===== config.mk =====
export PLATFORM = sky130hd
export DESIGN_NAME = alu_sequencer
export DESIGN_NICKNAME = d
export VERILOG_FILES = /design/src/rtl/alu_sequencer.sv
export SDC_FILE = /design/constraint.sdc
export NUM_CORES = 1
export LEC_CHECK = 0
export CAP_MARGIN = 20
export CORE_MARGIN = 2
export CORE_UTILIZATION = 40
export DETAILED_ROUTE_END_ITERATION = 8
export DONT_BUFFER_PORTS = 1
export PLACE_DENSITY_LB_ADDON = 0.2
export SETUP_SLACK_MARGIN = 0.02
export SYNTH_ARGS = -nofsm -noshare
export SYNTH_HDL_FRONTEND = slang
export SYNTH_SLANG_ARGS = --single-unit

===== constraint.sdc =====
create_clock -name clk -period 3.1 [get_ports clk]
set_clock_uncertainty 0.05 [all_clocks]
set_input_delay 0.62 -clock clk [delete_from_list [all_inputs] [get_ports clk]]
set_output_delay 0.62 -clock clk [all_outputs]
set_load 0.005 [all_outputs]

===== src/rtl/alu_sequencer.sv =====
// Drives one op (or all 16 ops) to an external combinational ALU, waits
// SETTLE_CYCLES for the result to settle, then hands it out with valid/ready.
module alu_sequencer #(
    parameter int SETTLE_CYCLES = 1
) (
    input  logic       clk,
    input  logic       rst,
    input  logic       cmd_valid,
    output logic       cmd_ready,
    input  logic       cmd_sweep,
    input  logic [3:0] cmd_sel,
    input  logic [7:0] cmd_a,
    input  logic [7:0] cmd_b,
    output logic [7:0] alu_a,
    output logic [7:0] alu_b,
    output logic [3:0] alu_sel,
    input  logic [7:0] alu_out,
    input  logic       alu_cout,
    output logic       rsp_valid,
    input  logic       rsp_ready,
    output logic [7:0] rsp_data,
    output logic       rsp_cout,
    output logic [3:0] rsp_sel,
    output logic       rsp_last,
    output logic       busy,
    output logic [7:0] rsp_count
);

    typedef enum logic [1:0] {IDLE, DRIVE, RESP} state_t;

    localparam logic [3:0] RELOAD = 4'(SETTLE_CYCLES - 1);

    state_t     state_q;
    logic [3:0] cnt_q;
    logic       sweep_q;
    logic [7:0] a_q, b_q;
    logic [3:0] sel_q;
    logic [7:0] data_q;
    logic       cout_q;
    logic [3:0] rsel_q;
    logic [7:0] count_q;

    always_ff @(posedge clk) begin
        if (rst) begin
            state_q <= IDLE;
            cnt_q   <= '0;
            sweep_q <= 1'b0;
            a_q     <= '0;
            b_q     <= '0;
            sel_q   <= '0;
            data_q  <= '0;
            cout_q  <= 1'b0;
            rsel_q  <= '0;
            count_q <= '0;
        end else begin
            case (state_q)
                IDLE: begin
                    if (cmd_valid) begin
                        a_q     <= cmd_a;
                        b_q     <= cmd_b;
                        sel_q   <= cmd_sweep ? 4'h0 : cmd_sel;
                        sweep_q <= cmd_sweep;
                        cnt_q   <= RELOAD;
                        state_q <= DRIVE;
                    end
                end
                DRIVE: begin
                    // Sample only once the operands have been held long enough.
                    if (cnt_q == 4'd0) begin
                        data_q  <= alu_out;
                        cout_q  <= alu_cout;
                        rsel_q  <= sel_q;
                        state_q <= RESP;
                    end else begin
                        cnt_q <= cnt_q - 4'd1;
                    end
                end
                RESP: begin
                    if (rsp_ready) begin
                        count_q <= count_q + 8'd1;
                        if (sweep_q && sel_q != 4'hF) begin
                            sel_q   <= sel_q + 4'd1;
                            cnt_q   <= RELOAD;
                            state_q <= DRIVE;
                        end else begin
                            state_q <= IDLE;
                        end
                    end
                end
                default: state_q <= IDLE;
            endcase
        end
    end

    // All outputs decode registered state only.
    assign cmd_ready = (state_q == IDLE);
    assign busy      = (state_q != IDLE);
    assign rsp_valid = (state_q == RESP);
    assign rsp_last  = (state_q == RESP) && (!sweep_q || sel_q == 4'hF);
    assign alu_a     = a_q;
    assign alu_b     = b_q;
    assign alu_sel   = sel_q;
    assign rsp_data  = data_q;
    assign rsp_cout  = cout_q;
    assign rsp_sel   = rsel_q;
    assign rsp_count = count_q;

endmodule


Word-level counts from Yosys, hierarchy flattened
Cells that the tools add are included.
Storage, ports and cells
  flip-flop bits (word level): 48
  word-level logic and storage cells: 52
  input port bits: 34
Operators by class
  add/subtract/negate cells: 3
  muxes and demuxes: 15
  eq/ne operators: 9
  reduce and logical (&&, ||, !) cells: 15
Operators by type and width (number)
  two-way mux 4 bit: 8
  case mux 4 bit (3 select lines): 1
  adder 8 x 1 -> 8 bit (second input constant): 1
  case mux 4 bit (2 select lines): 1
  two-way mux 2 bit: 3
  inequality test 2 bit (second input constant): 3
  case mux 2 bit (3 select lines): 1
  AND reduction 2 bit: 3
  AND reduction 5 bit: 1
  adder 4 x 1 -> 4 bit (second input constant): 1
  == test 4 bit (second input constant): 1
  logical NOT 4 bit: 1
  inequality test 2 x 1 -> 1 bit (second input constant): 2
  inequality test 4 bit (second input constant): 1
  AND reduction 4 bit: 1
  nonzero test 2 bit: 2
  subtractor 4 x 1 -> 4 bit (second input constant): 1
  AND reduction 3 bit: 1
  nonzero test 3 bit: 1
  == test 2 x 1 -> 1 bit (second input constant): 1
  == test 2 bit (second input constant): 1
  logical AND 1 bit: 2
  logical NOT 2 bit: 1
  logical NOT 1 bit: 1
  other kinds (2): 2

Depth between registers and ports, before layout
  depth in word-level cells: 5
  gate-level depth with buffers: 7

Least setup slack after synthesis
OpenSTA, ideal clock, no wires.
  kind: input to register
  start point: input port cmd_valid
  end point: register sel_q[0] (netlist: alu_sel[0])
  arrival time: 1680 ps
  library setup time: 131 ps
  setup slack: 1239 ps
  cell stages on the path: 5
  cell sequence: or3b_1 buf_6 a221oi_4 o311a_1 nor3_2
On the way
  longest elaborated chain between the ends: 2
Ends and longest elaborated chain
  start, declared: line 8  | input logic cmd_valid,
  inequality test 2 bit (no line)
  AND reduction 4 bit (no line)
  end signal, assigned: line 61  | sel_q <= cmd_sweep ? 4'h0 : cmd_sel;
  end signal, assigned: line 82  | sel_q <= sel_q + 4'd1;
  end, declared: line 37  | logic [3:0] sel_q;
No other way between the ends.
A chain may end at the register's enable or synchronous reset.

Worst setup path after layout
  start point: register state_q[1]
  end point: output port rsp_last
On the way
  longest elaborated chain between the ends: 2
Ends and longest elaborated chain
  start, declared: line 33  | state_t state_q;
  start signal, assigned: line 45  | state_q <= IDLE;
  start signal, assigned: line 64  | state_q <= DRIVE;
  start signal, assigned: line 73  | state_q <= RESP;
  == test 2 bit: line 99  | assign rsp_last = (state_q == RESP) && (!sweep_q || sel_q == 4'hF);
  logical AND 1 bit: line 99
  end, declared: line 24  | output logic rsp_last,
No other way between the ends.

==> metrics <==
clk slew on worst S/H paths=around 0.09 ns; Yosys reg bits=48; H-tree Lvls=2; hold slack=approximately 0.33 ns; static leakage=between 0.7 and 0.8 nW; DRC errors left=0; Num CTS Buffers=5; share of layout cells above drive strength 1=around 5.8%; die width=~75 µm; GRT Total Usage=around 16%; Via density=5.18; CP Data Arrival Time=approximately 1.4 ns; Largest delay share family, worst path=flip-flops; Ant. Diodes=0; Mapped Area=between 2000 and 2500 µm²; Post-synth EDFFs=0; Max-Cap Viols=0; Multi-input gate area=963 µm²; Slew headroom=a little over half; FP Rows=25; post-route ant nets=0; register area=961 µm²; drt first pass iters=4; worst hold path cell count=1; post-synthesis cell count=about 250; Layout Nets=around 280; Power Density=between 700 and 800 nW/µm²; fill count=approximately 480; Final Hold Viols=0; Buf/Inv on CP=0; grt total ovfl=0; Clk Latency, worst-skew pair=approximately 0.30 ns; Crit Path Category=register to output port; ys flop type=dfxtp_1; WL per Instance=14.1 µm; max incr delay on CP=0.55 ns; FFs w/ async S/R, synth=0%; post-DP HPWL=roughly 3.0 mm; vias in the first global route=1501; YS warnings=0; DR iter-0 viols=86; initial antenna violation count=0; Synth Area per Inst=8.25 µm²; RSZ-0062 raised after global routing=no; Crit. End Element=output port; Die Y=between 70 and 80 µm; hold crit path type=primary input to register; CP Depth=2; max frequency=0.474 GHz; Worst-Margin Slew=a little under 0.7 ns; non-filler cells, final=307; Final Max Slew Viols=0; synthesis-to-finish area growth=5.20%; final WL=around 4.3 mm; slowest CP cell=dfxtp_1; total core area=about 4800 µm²; port bufs=0; clock sink count=48; gpl congestion=slightly below 0.8; PostCTS Resize Cnt=0; global-route wire length before repair=between 6 and 7 mm; Worst R2R Path Depth=4; Placed Instances=299; Worst EP required=around 2.4 ns; post-synthesis sequential area ratio=a little under half; Initial Util=42.2%; largest net degree at the start of global routing=52; status=completed; CP Cell Sequence=or2b_1 -> a21oi_1; hold buffer count at cts=0; Longest Clk Path Bufs=2; final setup violation count=0; clock root buffer=clkbuf_8; period utilization=between 60% and 70%; setup TNS=0 ns; CTS tree=built; minimum clock period=2.11 ns; Ports=79; startpoint type of the worst setup path=register; post-synth cell types=42; Syn Nets=roughly 280; die area=~5600 µm²; DR vias=about 1600; setup bufs post-CTS=0; worst vdd ir=around 0.27 mV; worst-path maximum fanout=11
-- cells in the final DEF, fill, tap and decap left out, types with 2 or more instances in the layout --
master,instances
nand2_1,64
dfxtp_1,48
a21oi_1,37
nor2_1,14
inv_1,6
xor2_1,6
nand4_1,5
clkbuf_8,5
nor3b_1,4
o21ai_0,3
or3_1,3
or4_1,3
o31ai_1,3
nor3_1,3
ha_1,3
nand3_1,2
and4_1,2
o21ai_1,2
nand2b_1,2
nor4_1,2
clkbuf_1,2
-- logic make-up after synthesis --
logic type	after synthesis	share of synthesized area, %
buffers and inverters	21	4.83
flip-flops	48	47.5
AO/OA/AOI/OAI	52	15.4
AND/OR/NAND/NOR	114	27.4
XOR/XNOR	7	3.03
adder cells (fa/ha/maj)	3	1.86
-- registers in the layout (all words and copies together), names as in the netlist --
register / cells
cnt_q: 4
rsp_data: 8
rsp_count: 8
rsp_cout: 1
sweep_q: 1
state_q: 2
alu_sel: 4
rsp_sel: 4
alu_a: 8
alu_b: 8
-- per-stage QoR --
stage               setup slack, ns  power [W]  cell area [µm²]  utilization [%]
global placement              0.912    0.00131             2040             42.7
floorplan                      1.24    0.00124             2020                -
CTS                           0.960    0.00169             2130             44.4
finish                        0.990    0.00166             2130             44.4
global route                  0.881    0.00180             2130             44.4
detailed placement            0.900    0.00132             2040             42.7
-- cell type report --
class	count	area share [%]
clock buffer	7	3.59
clock inverter	1	0.412
inverter	7	1.24
multi-input combinational	176	45.3
sequential	48	45.2
tap	67	3.94
timing repair buffer	1	0.353
-- power by group --
part | total, W | switching, W | internal [W]
combinational | 0.000467 | 0.000297 | 0.000170
clock | 0.000365 | 0.000204 | 0.000161
sequential | 0.000830 | 0.000108 | 0.000722
-- synthesized netlist by cell type (all sizes together) (2+ instances only) --
library cell	number	area, µm²
or3	3	18.8
nand2b	2	12.5
nand2	64	240
nor3	5	41.3
buf	4	32.5
nor4	2	12.5
nand3	2	10.0
clkbuf	10	38.8
dfxtp	48	961
inv	7	26.3
o31ai	3	22.5
nand4	5	31.3
xor2	6	52.6
a21oi	37	185
o21ai	5	25.0
nor3b	5	42.5
and4	2	17.5
or4	3	22.5
ha	3	37.5
nor2	14	52.6
-- metal layers --
| metal | track usage, % | share of wire [%] |
|---|---|---|
| met1 | 19.9 | 45 |
| met3 | 7.10 | 8.3 |
| met4 | 4.76 | 1.2 |
| met2 | 25.3 | 46 |
| met5 | 0 | 0 |
-- worst paths after layout --
kind	to	slack, ns	start
worst min register to register	alu_a[3]	0.42	alu_a[3]
worst min-delay path	alu_sel[1]	0.33	rst
worst max register to register	alu_sel[0]	1.07	state_q[1]
worst max-delay path	rsp_last	0.99	state_q[1]
No activity file was read; power rests on OpenSTA's default activity.
